<file path="src/rtl/rd53a_cmd_framer.sv">
// RD53A command-stream framer: power-up SYNC burst, periodic SYNC insertion,
// NOOP idle fill, and MSB-first serialization at one bit per clock.
module rd53a_cmd_framer #(
  parameter int unsigned SYNC_PERIOD = 32,
  parameter int unsigned INIT_SYNC   = 32,
  parameter logic [15:0] SYNC_WORD   = 16'h817E,
  parameter logic [15:0] NOOP_WORD   = 16'h6969
) (
  input  logic        clk,
  input  logic        rst,
  input  logic [15:0] s_data,
  input  logic        s_valid,
  output logic        s_ready,
  output logic        cmd_o,
  output logic        frame_start,
  output logic        init_done,
  output logic [15:0] sync_cnt,
  output logic [15:0] data_cnt,
  output logic        state_dbg
);

  typedef enum logic {ST_INIT = 1'b0, ST_RUN = 1'b1} state_e;

  localparam logic [7:0] GAP_MAX   = 8'(SYNC_PERIOD - 1);
  localparam logic [7:0] INIT_LAST = 8'(INIT_SYNC - 1);

  state_e      state_q, state_d;
  logic [15:0] sreg_q, sreg_d;
  logic [3:0]  bit_cnt_q, bit_cnt_d;
  logic [7:0]  init_cnt_q, init_cnt_d;
  logic [7:0]  gap_cnt_q, gap_cnt_d;
  logic        cmd_q, cmd_d;
  logic        frame_start_q, frame_start_d;
  logic        init_done_q, init_done_d;
  logic [15:0] sync_cnt_q, sync_cnt_d;
  logic [15:0] data_cnt_q, data_cnt_d;
  logic        sync_first_q, sync_first_d;
  logic        load_slot;

  // Handshake: a word transfers on any cycle with s_valid && s_ready. s_ready
  // never looks at s_valid and is only high in the load slot of a non-SYNC
  // frame; the scheduler holds s_data stable while s_valid && !s_ready.
  assign load_slot = (bit_cnt_q == 4'd15);
  assign s_ready   = load_slot && (state_q == ST_RUN) && (gap_cnt_q != GAP_MAX);

  always_comb begin
    state_d       = state_q;
    sreg_d        = {sreg_q[14:0], 1'b0};
    bit_cnt_d     = bit_cnt_q + 4'd1;
    init_cnt_d    = init_cnt_q;
    gap_cnt_d     = gap_cnt_q;
    cmd_d         = sreg_q[15];
    frame_start_d = (bit_cnt_q == 4'd0);
    init_done_d   = init_done_q;
    sync_cnt_d    = sync_cnt_q;
    data_cnt_d    = data_cnt_q;
    sync_first_d  = 1'b0;

    // The SYNC preloaded by reset is counted on the first edge after release.
    if (sync_first_q) begin
      sync_cnt_d = sync_cnt_q + 16'd1;
    end

    if (load_slot) begin
      if (state_q == ST_INIT) begin
        sreg_d     = SYNC_WORD;
        sync_cnt_d = sync_cnt_q + 16'd1;
        init_cnt_d = init_cnt_q + 8'd1;
        gap_cnt_d  = 8'd0;
        if (init_cnt_q >= INIT_LAST) begin
          state_d     = ST_RUN;
          init_done_d = 1'b1;
        end
      end else if (gap_cnt_q == GAP_MAX) begin
        sreg_d     = SYNC_WORD;
        sync_cnt_d = sync_cnt_q + 16'd1;
        gap_cnt_d  = 8'd0;
      end else if (s_valid) begin
        sreg_d     = s_data;
        data_cnt_d = data_cnt_q + 16'd1;
        gap_cnt_d  = gap_cnt_q + 8'd1;
      end else begin
        sreg_d    = NOOP_WORD;
        gap_cnt_d = gap_cnt_q + 8'd1;
      end
    end
  end

  always_ff @(posedge clk) begin
    if (rst) begin
      state_q       <= ST_INIT;
      sreg_q        <= SYNC_WORD;
      bit_cnt_q     <= 4'd0;
      init_cnt_q    <= 8'd1;
      gap_cnt_q     <= 8'd0;
      cmd_q         <= 1'b0;
      frame_start_q <= 1'b0;
      init_done_q   <= 1'b0;
      sync_cnt_q    <= 16'd0;
      data_cnt_q    <= 16'd0;
      sync_first_q  <= 1'b1;
    end else begin
      state_q       <= state_d;
      sreg_q        <= sreg_d;
      bit_cnt_q     <= bit_cnt_d;
      init_cnt_q    <= init_cnt_d;
      gap_cnt_q     <= gap_cnt_d;
      cmd_q         <= cmd_d;
      frame_start_q <= frame_start_d;
      init_done_q   <= init_done_d;
      sync_cnt_q    <= sync_cnt_d;
      data_cnt_q    <= data_cnt_d;
      sync_first_q  <= sync_first_d;
    end
  end

  assign cmd_o       = cmd_q;
  assign frame_start = frame_start_q;
  assign init_done   = init_done_q;
  assign sync_cnt    = sync_cnt_q;
  assign data_cnt    = data_cnt_q;
  assign state_dbg   = (state_q == ST_RUN);

endmodule

</file>
<file path="config.mk">
export PLATFORM = sky130hd
export DESIGN_NAME = rd53a_cmd_framer
export DESIGN_NICKNAME = d
export VERILOG_FILES = /design/src/rtl/rd53a_cmd_framer.sv
export SDC_FILE = /design/constraint.sdc
export NUM_CORES = 1
export LEC_CHECK = 0
export CORE_ASPECT_RATIO = 0.8
export CORE_MARGIN = 8
export CORE_UTILIZATION = 45
export CTS_CLUSTER_DIAMETER = 30
export DETAILED_ROUTE_END_ITERATION = 10
export PLACE_DENSITY = 0.79
export SLEW_MARGIN = 30
export SYNTH_ARGS = -nofsm -noshare
export SYNTH_HDL_FRONTEND = slang
export SYNTH_SLANG_ARGS = --single-unit
</file>
<file path="constraint.sdc">
create_clock -name clk -period 2.8 [get_ports clk]
set_clock_uncertainty 0.2 [all_clocks]
set_input_delay 0.42 -clock clk [delete_from_list [all_inputs] [get_ports clk]]
set_output_delay 0.42 -clock clk [all_outputs]
set_load 0.01 [all_outputs]
</file>
==> results.py, run 1 <==
metrics = {
    "hold_path": {
        "holdCritPathClass": "reg2reg",
    },
    "synth": {
        "synth_commonest_cells": "73 x dfxtp_1, 54 x nor2_1, 28 x nand3_1",
        "yosysTopAreaCell": "dfxtp_1",
        "synth_xor_xnor_area_share": 0.105,
        "synth-simple-area-share": 0.262,
        "synth.most_common_cell": "dfxtp_1",
        "synthMuxAreaShare": 0.00632,
        "ys_seq_elements": 73,
        "synth_top_family_by_area": "simple AND/OR/NAND/NOR gates",
        "synth_edf_count": 0,
        "synthDistinctLibCells": 46,
        "syn_inst": 357,
        "synth_compound_area_frac": 0.104,
        "async_reset_ff_frac": 0,
        "syn_area_sq_um": 3170,
        "netlist.area_leader.share": 0.461,
        "synthFlopType": "dfxtp_1",
        "yosysWarnings": 0,
        "avgSynthCellArea_sq_um": 8.88,
        "syn_nets": 382,
        "yosysSeqAreaShare": 0.461,
        "yosys.area_share.adder": 0.0237,
        "netlist_top_cells_area": "dfxtp_1 46%, nor2_1 6.4%, xor2_1 6.1%, nand3_1 4.4%, xnor2_1 4.4%",
    },
    "drt": {
        "drtIter0Drc": 147,
        "via_per_inst": 5.35,
        "wl_um": 7560,
        "remaining_drc_errors": 0,
        "post_drt_wl_per_cell_um": 15.0,
        "num_vias": 2700,
        "drt_pre_antenna_iters": 4,
        "ant_nets": 0,
    },
    "floorplanning": {
        "initial_core_util": 0.462,
        "core_sq_um": 6860,
        "die_area_sq_um": 10000,
        "boundaryPins": 56,
        "rows": 27,
        "die_x_um": 110,
        "fp.dieH_um": 91.1,
    },
    "critical_path": {
        "worst_path_largest_cell_delay_ns": 0.59,
        "r2r_slack_ns": 0.54,
        "arrival_ns": 2.09,
        "reg2reg_depth": 6,
        "timing.rr.end": "data_cnt[9]$_SDFFE_PP0P_",
        "crit_chain": "ha_1, and4_1, a211oi_2, clkdlybuf4s50_1",
        "crit_path_end": "s_ready",
        "cp-startpoint": "gap_cnt_q[0]$_SDFFE_PP0N_",
        "worstSetupPathType": "reg2out",
        "end_kind": "output port",
        "crit_slowest_cell": "clkdlybuf4s50_1",
        "reg2reg_from": "bit_cnt_q[0]$_SDFF_PP0_",
        "start_kind": "flop",
        "worstPathRequired_ns": 2.18,
        "worst-path-max-fanout": 5,
    },
    "power_and_ir_drop": {
        "p_int_mw": 1.60,
        "peakVddDrop_v": 0.000328,
        "pwr-share-seq": 0.526,
        "power_frac_comb": 0.044,
        "p_sw_frac": 0.212,
        "power_switching_uw": 432,
        "leakage_nw": 1.38,
        "clkPwrFrac": 0.430,
        "total_power_mw": 2.03,
        "power_density_nw_per_um2": 509,
    },
    "timing": {
        "drv_slew": 0,
        "finalCritPeriodShare": 0.968,
        "clock.fmax_mhz": 369,
        "finalHoldViolCount": 0,
        "final-setup-viol-count": 0,
        "tns_ns": 0,
        "period_needed_ns": 2.71,
        "max-slew-margin-rel": 0.487,
        "rsz0062_at_grt": "false",
        "tightestPinTransition_ns": 0.769,
        "fin_ws_ns": 0.0902,
    },
    "global_route": {
        "overflow": 0,
        "antenna_found_initial": 0,
        "grt_pass1_vias": 2679,
        "grt_pass1_wl_um": 12600,
        "track_usage": 0.156,
        "grt_start_max_net_pins": 45,
    },
    "cells_and_area": {
        "instances_no_fill": 505,
        "flow.area_growth_from_synthesis_pct": 26.1,
        "antennaDiodeCount": 0,
        "final_layout_size_suffix_gt1_frac": 0.0789,
        "nNetsFinal": 438,
    },
    "place": {
        "dpl_worst_slack_ns": 0.451,
        "hpwl_um": 5320,
        "routabilityCongestion": 0.838,
        "port_buffers": 55,
        "placed_cells": 489,
    },
    "clocking": {
        "ctsResizeCount": 0,
        "tritoncts": "done",
        "cts_sinks": 73,
        "cts_setup_buffers": 0,
        "cts_buffers": 9,
        "insertion_delay_ns": 0.34,
        "cts-root-buf": "clkbuf_8",
        "cts_max_level": 3,
        "cts_hold_buf": 0,
        "clk_pin_slew_ns": 0.07,
        "cts_max_path_buffers": 2,
    },
    "job": {
        "maxCapViolations": 0,
    },
    "run_status": {
        "status": "finished clean",
    },
}
==> per-stage QoR <==
stage | hold slack (ns) | utilization | area [sq um]
final | 0.246 | 0.583 | 4000
after global routing | 0.258 | 0.583 | 4000
after CTS | 0.249 | 0.583 | 4000
after detailed placement | 0.237 | 0.552 | 3790
after global placement | 0.223 | 0.552 | 3790
after floorplan | 0.214 | - | 3170
==> cell usage in the layout, fill, tap and decap left out, types with 3 or more instances in the layout <==
cell	n
clkbuf_8	9
a22oi_1	5
nor4_1	4
clkinv_2	3
clkdlybuf4s50_1	54
xnor2_1	16
a21oi_1	16
inv_1	6
o21ai_0	10
nand4_1	13
nand2_1	25
or3_1	4
nand2b_1	5
nand3_1	28
o22ai_1	4
and3_1	5
buf_4	8
and4_1	3
nor3_1	12
nor2b_1	3
xor2_1	22
dfxtp_1	73
ha_1	6
nor2_1	54
==> sequential cells by signal, indices dropped and copies added, names as in the netlist <==
| name | flops |
|---|---|
| bit_cnt_q | 4 |
| sreg_q | 16 |
| init_cnt_q | 8 |
| cmd_o | 1 |
| data_cnt | 16 |
| state_dbg | 1 |
| sync_first_q | 1 |
| gap_cnt_q | 8 |
| init_done | 1 |
| frame_start | 1 |
| sync_cnt | 16 |
==> power by group through the flow <==
stage | combinational (mW) | sequential [mW] | clock [mW]
after global placement | 0.0881 | 1.09 | 0
after floorplan | 0.0406 | 1.09 | 0
after global routing | 0.0996 | 1.07 | 0.933
after CTS | 0.0906 | 1.07 | 0.891
final | 0.0896 | 1.07 | 0.874
after detailed placement | 0.0899 | 1.09 | 0
==> area by class of cell <==
| type | instances | area, sq um |
|---|---|---|
| Fill cell | 568 | 2860 |
| Multi-Input combinational cell | 260 | 1590 |
| Sequential cell | 73 | 1460 |
| Timing Repair Buffer | 63 | 606 |
| Clock buffer | 10 | 128 |
| Tap cell | 87 | 109 |
| Clock inverter | 6 | 82.6 |
| Inverter | 6 | 22.5 |
==> how the worst min path moves through the flow <==
stage	startpoint	endpoint	slack (ns)	cells after the start
after floorplan	sreg_q[15]$_SDFF_PP1_	cmd_o$_SDFF_PP0_	0.21	1
after global placement	sreg_q[12]$_SDFF_PP0_	sreg_q[13]$_SDFF_PP0_	0.22	2
after detailed placement	sreg_q[0]$_SDFF_PP0_	sreg_q[1]$_SDFF_PP1_	0.24	2
after CTS	sreg_q[1]$_SDFF_PP1_	sreg_q[2]$_SDFF_PP1_	0.25	2
after global routing	sreg_q[15]$_SDFF_PP1_	cmd_o$_SDFF_PP0_	0.26	1
final	sreg_q[10]$_SDFF_PP0_	sreg_q[11]$_SDFF_PP0_	0.25	2
==> layer usage <==
metal / wire length [um] / vias to the layer above / track usage / share of wire
li1: - / 1356 / - / -
met1: 3300 / 1266 / 0.190 / 0.44
met2: 3650 / 68 / 0.244 / 0.48
met3: 492 / 10 / 0.0586 / 0.065
met4: 124 / 0 / 0.0527 / 0.016
met5: 0 / - / 0 / 0
==> cell families (layout without fill, tap and decap cells) <==
family	Yosys count	count (layout)
fa+ha+maj	6	6
simple gates	165	165
mux	2	2
flops	73	73
buf+inv	24	85
compound gates	49	49
xor+xnor	38	38
==> critical path, delay by kind of cell (launching register included) <==
kind	cells	cell delay, ns
AOI/OAI and AO/OA	1	0.26
adders and majority gates	1	0.25
buffers and inverters	1	0.59
DFF	1	0.35
and+or+nand+nor	1	0.31
Power figures use the tool's default switching activity.
==> run 2: changes to the inputs <==
--- a/config.mk
+++ b/config.mk
@@ -11,7 +11,7 @@
 export CTS_CLUSTER_DIAMETER = 30
 export DETAILED_ROUTE_END_ITERATION = 10
 export PLACE_DENSITY = 0.79
-export SLEW_MARGIN = 30
+export SLEW_MARGIN = 20
 export SYNTH_ARGS = -nofsm -noshare
 export SYNTH_HDL_FRONTEND = slang
 export SYNTH_SLANG_ARGS = --single-unit
==> results of run 2 <==
Final layout, timing and power as in run 1 (identical DEF).
==> run 3: changes to the inputs <==
--- a/config.mk
+++ b/config.mk
@@ -5,12 +5,14 @@
 export SDC_FILE = /design/constraint.sdc
 export NUM_CORES = 1
 export LEC_CHECK = 0
+export CAP_MARGIN = 20
 export CORE_ASPECT_RATIO = 0.8
 export CORE_MARGIN = 8
 export CORE_UTILIZATION = 45
 export CTS_CLUSTER_DIAMETER = 30
 export DETAILED_ROUTE_END_ITERATION = 10
 export PLACE_DENSITY = 0.79
+export RECOVER_POWER = 100
 export SLEW_MARGIN = 20
 export SYNTH_ARGS = -nofsm -noshare
 export SYNTH_HDL_FRONTEND = slang
==> results.py, run 3 (synthesized netlist as in run 1, its figures left out) <==
metrics = {
    "critical_path": {
        "arrival_ns": 2.07,
        "worstSetupPathType": "reg2out",
        "start_kind": "flop",
        "worst-path-max-fanout": 5,
        "end_kind": "output port",
        "worstPathRequired_ns": 2.18,
    },
    "drt": {
        "post_drt_wl_per_cell_um": 15.0,
        "drtIter0Drc": 128,
        "wl_um": 7590,
        "via_per_inst": 5.36,
        "drt_pre_antenna_iters": 4,
        "num_vias": 2706,
        "ant_nets": 0,
        "remaining_drc_errors": 0,
    },
    "timing": {
        "tns_ns": 0,
        "finalHoldViolCount": 0,
        "whs_ns": 0.246,
        "finalCritPeriodShare": 0.961,
        "fin_ws_ns": 0.109,
        "max-slew-margin-rel": -0.208,
        "period_needed_ns": 2.69,
        "drv_slew": 45,
        "clock.fmax_mhz": 372,
        "tightestPinTransition_ns": 1.81,
        "final-setup-viol-count": 0,
        "rsz0062_at_grt": "false",
    },
    "floorplanning": {
        "die_area_sq_um": 10000,
        "core_sq_um": 6860,
        "fp.dieH_um": 91.1,
        "rows": 27,
        "boundaryPins": 56,
        "initial_core_util": 0.462,
        "die_x_um": 110,
    },
    "clocking": {
        "cts_buffers": 9,
        "insertion_delay_ns": 0.35,
        "cts_setup_buffers": 0,
        "tritoncts": "done",
        "clk_pin_slew_ns": 0.07,
        "cts_hold_buf": 0,
        "cts_sinks": 73,
        "cts_max_path_buffers": 2,
        "ctsResizeCount": 0,
        "cts_max_level": 3,
        "cts-root-buf": "clkbuf_8",
    },
    "place": {
        "place_area_sq_um": 3790,
        "hpwl_um": 5320,
        "port_buffers": 55,
        "dpl_worst_slack_ns": 0.451,
        "routabilityCongestion": 0.838,
        "placed_cells": 489,
    },
    "cells_and_area": {
        "nNetsFinal": 438,
        "final_layout_size_suffix_gt1_frac": 0.0622,
        "design_area_sq_um": 3950,
        "flow.area_growth_from_synthesis_pct": 24.6,
        "final_cell_mix": "73 x dfxtp_1, 54 x nor2_1, 36 x dlygate4sd3_1",
        "instances_no_fill": 505,
        "antennaDiodeCount": 0,
        "final_common_cell": "dfxtp_1",
        "utilization": 0.576,
    },
    "global_route": {
        "grt_pass1_wl_um": 12600,
        "overflow": 0,
        "track_usage": 0.156,
        "grt_pass1_vias": 2679,
        "grt_start_max_net_pins": 45,
        "antenna_found_initial": 0,
    },
    "run_status": {
        "status": "finished with violations",
        "violations": "max-capacitance violations, max-slew violations",
    },
    "power_and_ir_drop": {
        "peakVddDrop_v": 0.000328,
        "power_density_nw_per_um2": 515,
        "leakage_nw": 1.49,
        "total_power_mw": 2.04,
    },
    "job": {
        "maxCapViolations": 1,
    },
    "hold_path": {
        "holdCritPathClass": "reg2reg",
    },
}
==> run 3: critical path, stage by stage, from the launching register on <==
cell and delay [ns]:
dfxtp_1 0.35, ha_1 0.25, and4_1 0.30, a211oi_2 0.25, clkdlybuf4s50_1 0.58
==> run 3: cell type report <==
| cell class | count | area [sq um] |
|---|---|---|
| fill | 576 | 2910 |
| multi-input combinational | 260 | 1560 |
| sequential | 73 | 1460 |
| timing repair buffer | 63 | 588 |
| clock buffer | 10 | 128 |
| tap | 87 | 109 |
| clock inverter | 6 | 82.6 |
| inverter | 6 | 22.5 |
==> run 3: per-layer routing <==
layer | vias up | GRT usage | part of all wire
met4 | 0 | 0.0527 | 0.017
met1 | 1269 | 0.190 | 0.44
met5 | - | 0 | 0
met2 | 71 | 0.244 | 0.48
met3 | 8 | 0.0586 | 0.067
li1 | 1358 | - | -
==> run 3: report_power, final <==
group	internal (mW)	switching, mW	total, mW
combinational	0.0458	0.0409	0.0867
sequential	1.06	0.0135	1.07
clock	0.497	0.382	0.879
==> run 3: worst paths after layout <==
| path | from | endpoint | slack [ns] | cells after the start |
|---|---|---|---|---|
| worst min register to register | sreg_q[10]$_SDFF_PP0_ | sreg_q[11]$_SDFF_PP0_ | 0.25 | 2 |
| worst max register to register | bit_cnt_q[0]$_SDFF_PP0_ | data_cnt[0]$_SDFFE_PP0P_ | 0.24 | 7 |
| worst max-delay path | gap_cnt_q[0]$_SDFFE_PP0N_ | s_ready | 0.11 | 4 |
| worst min-delay path | sreg_q[10]$_SDFF_PP0_ | sreg_q[11]$_SDFF_PP0_ | 0.25 | 2 |
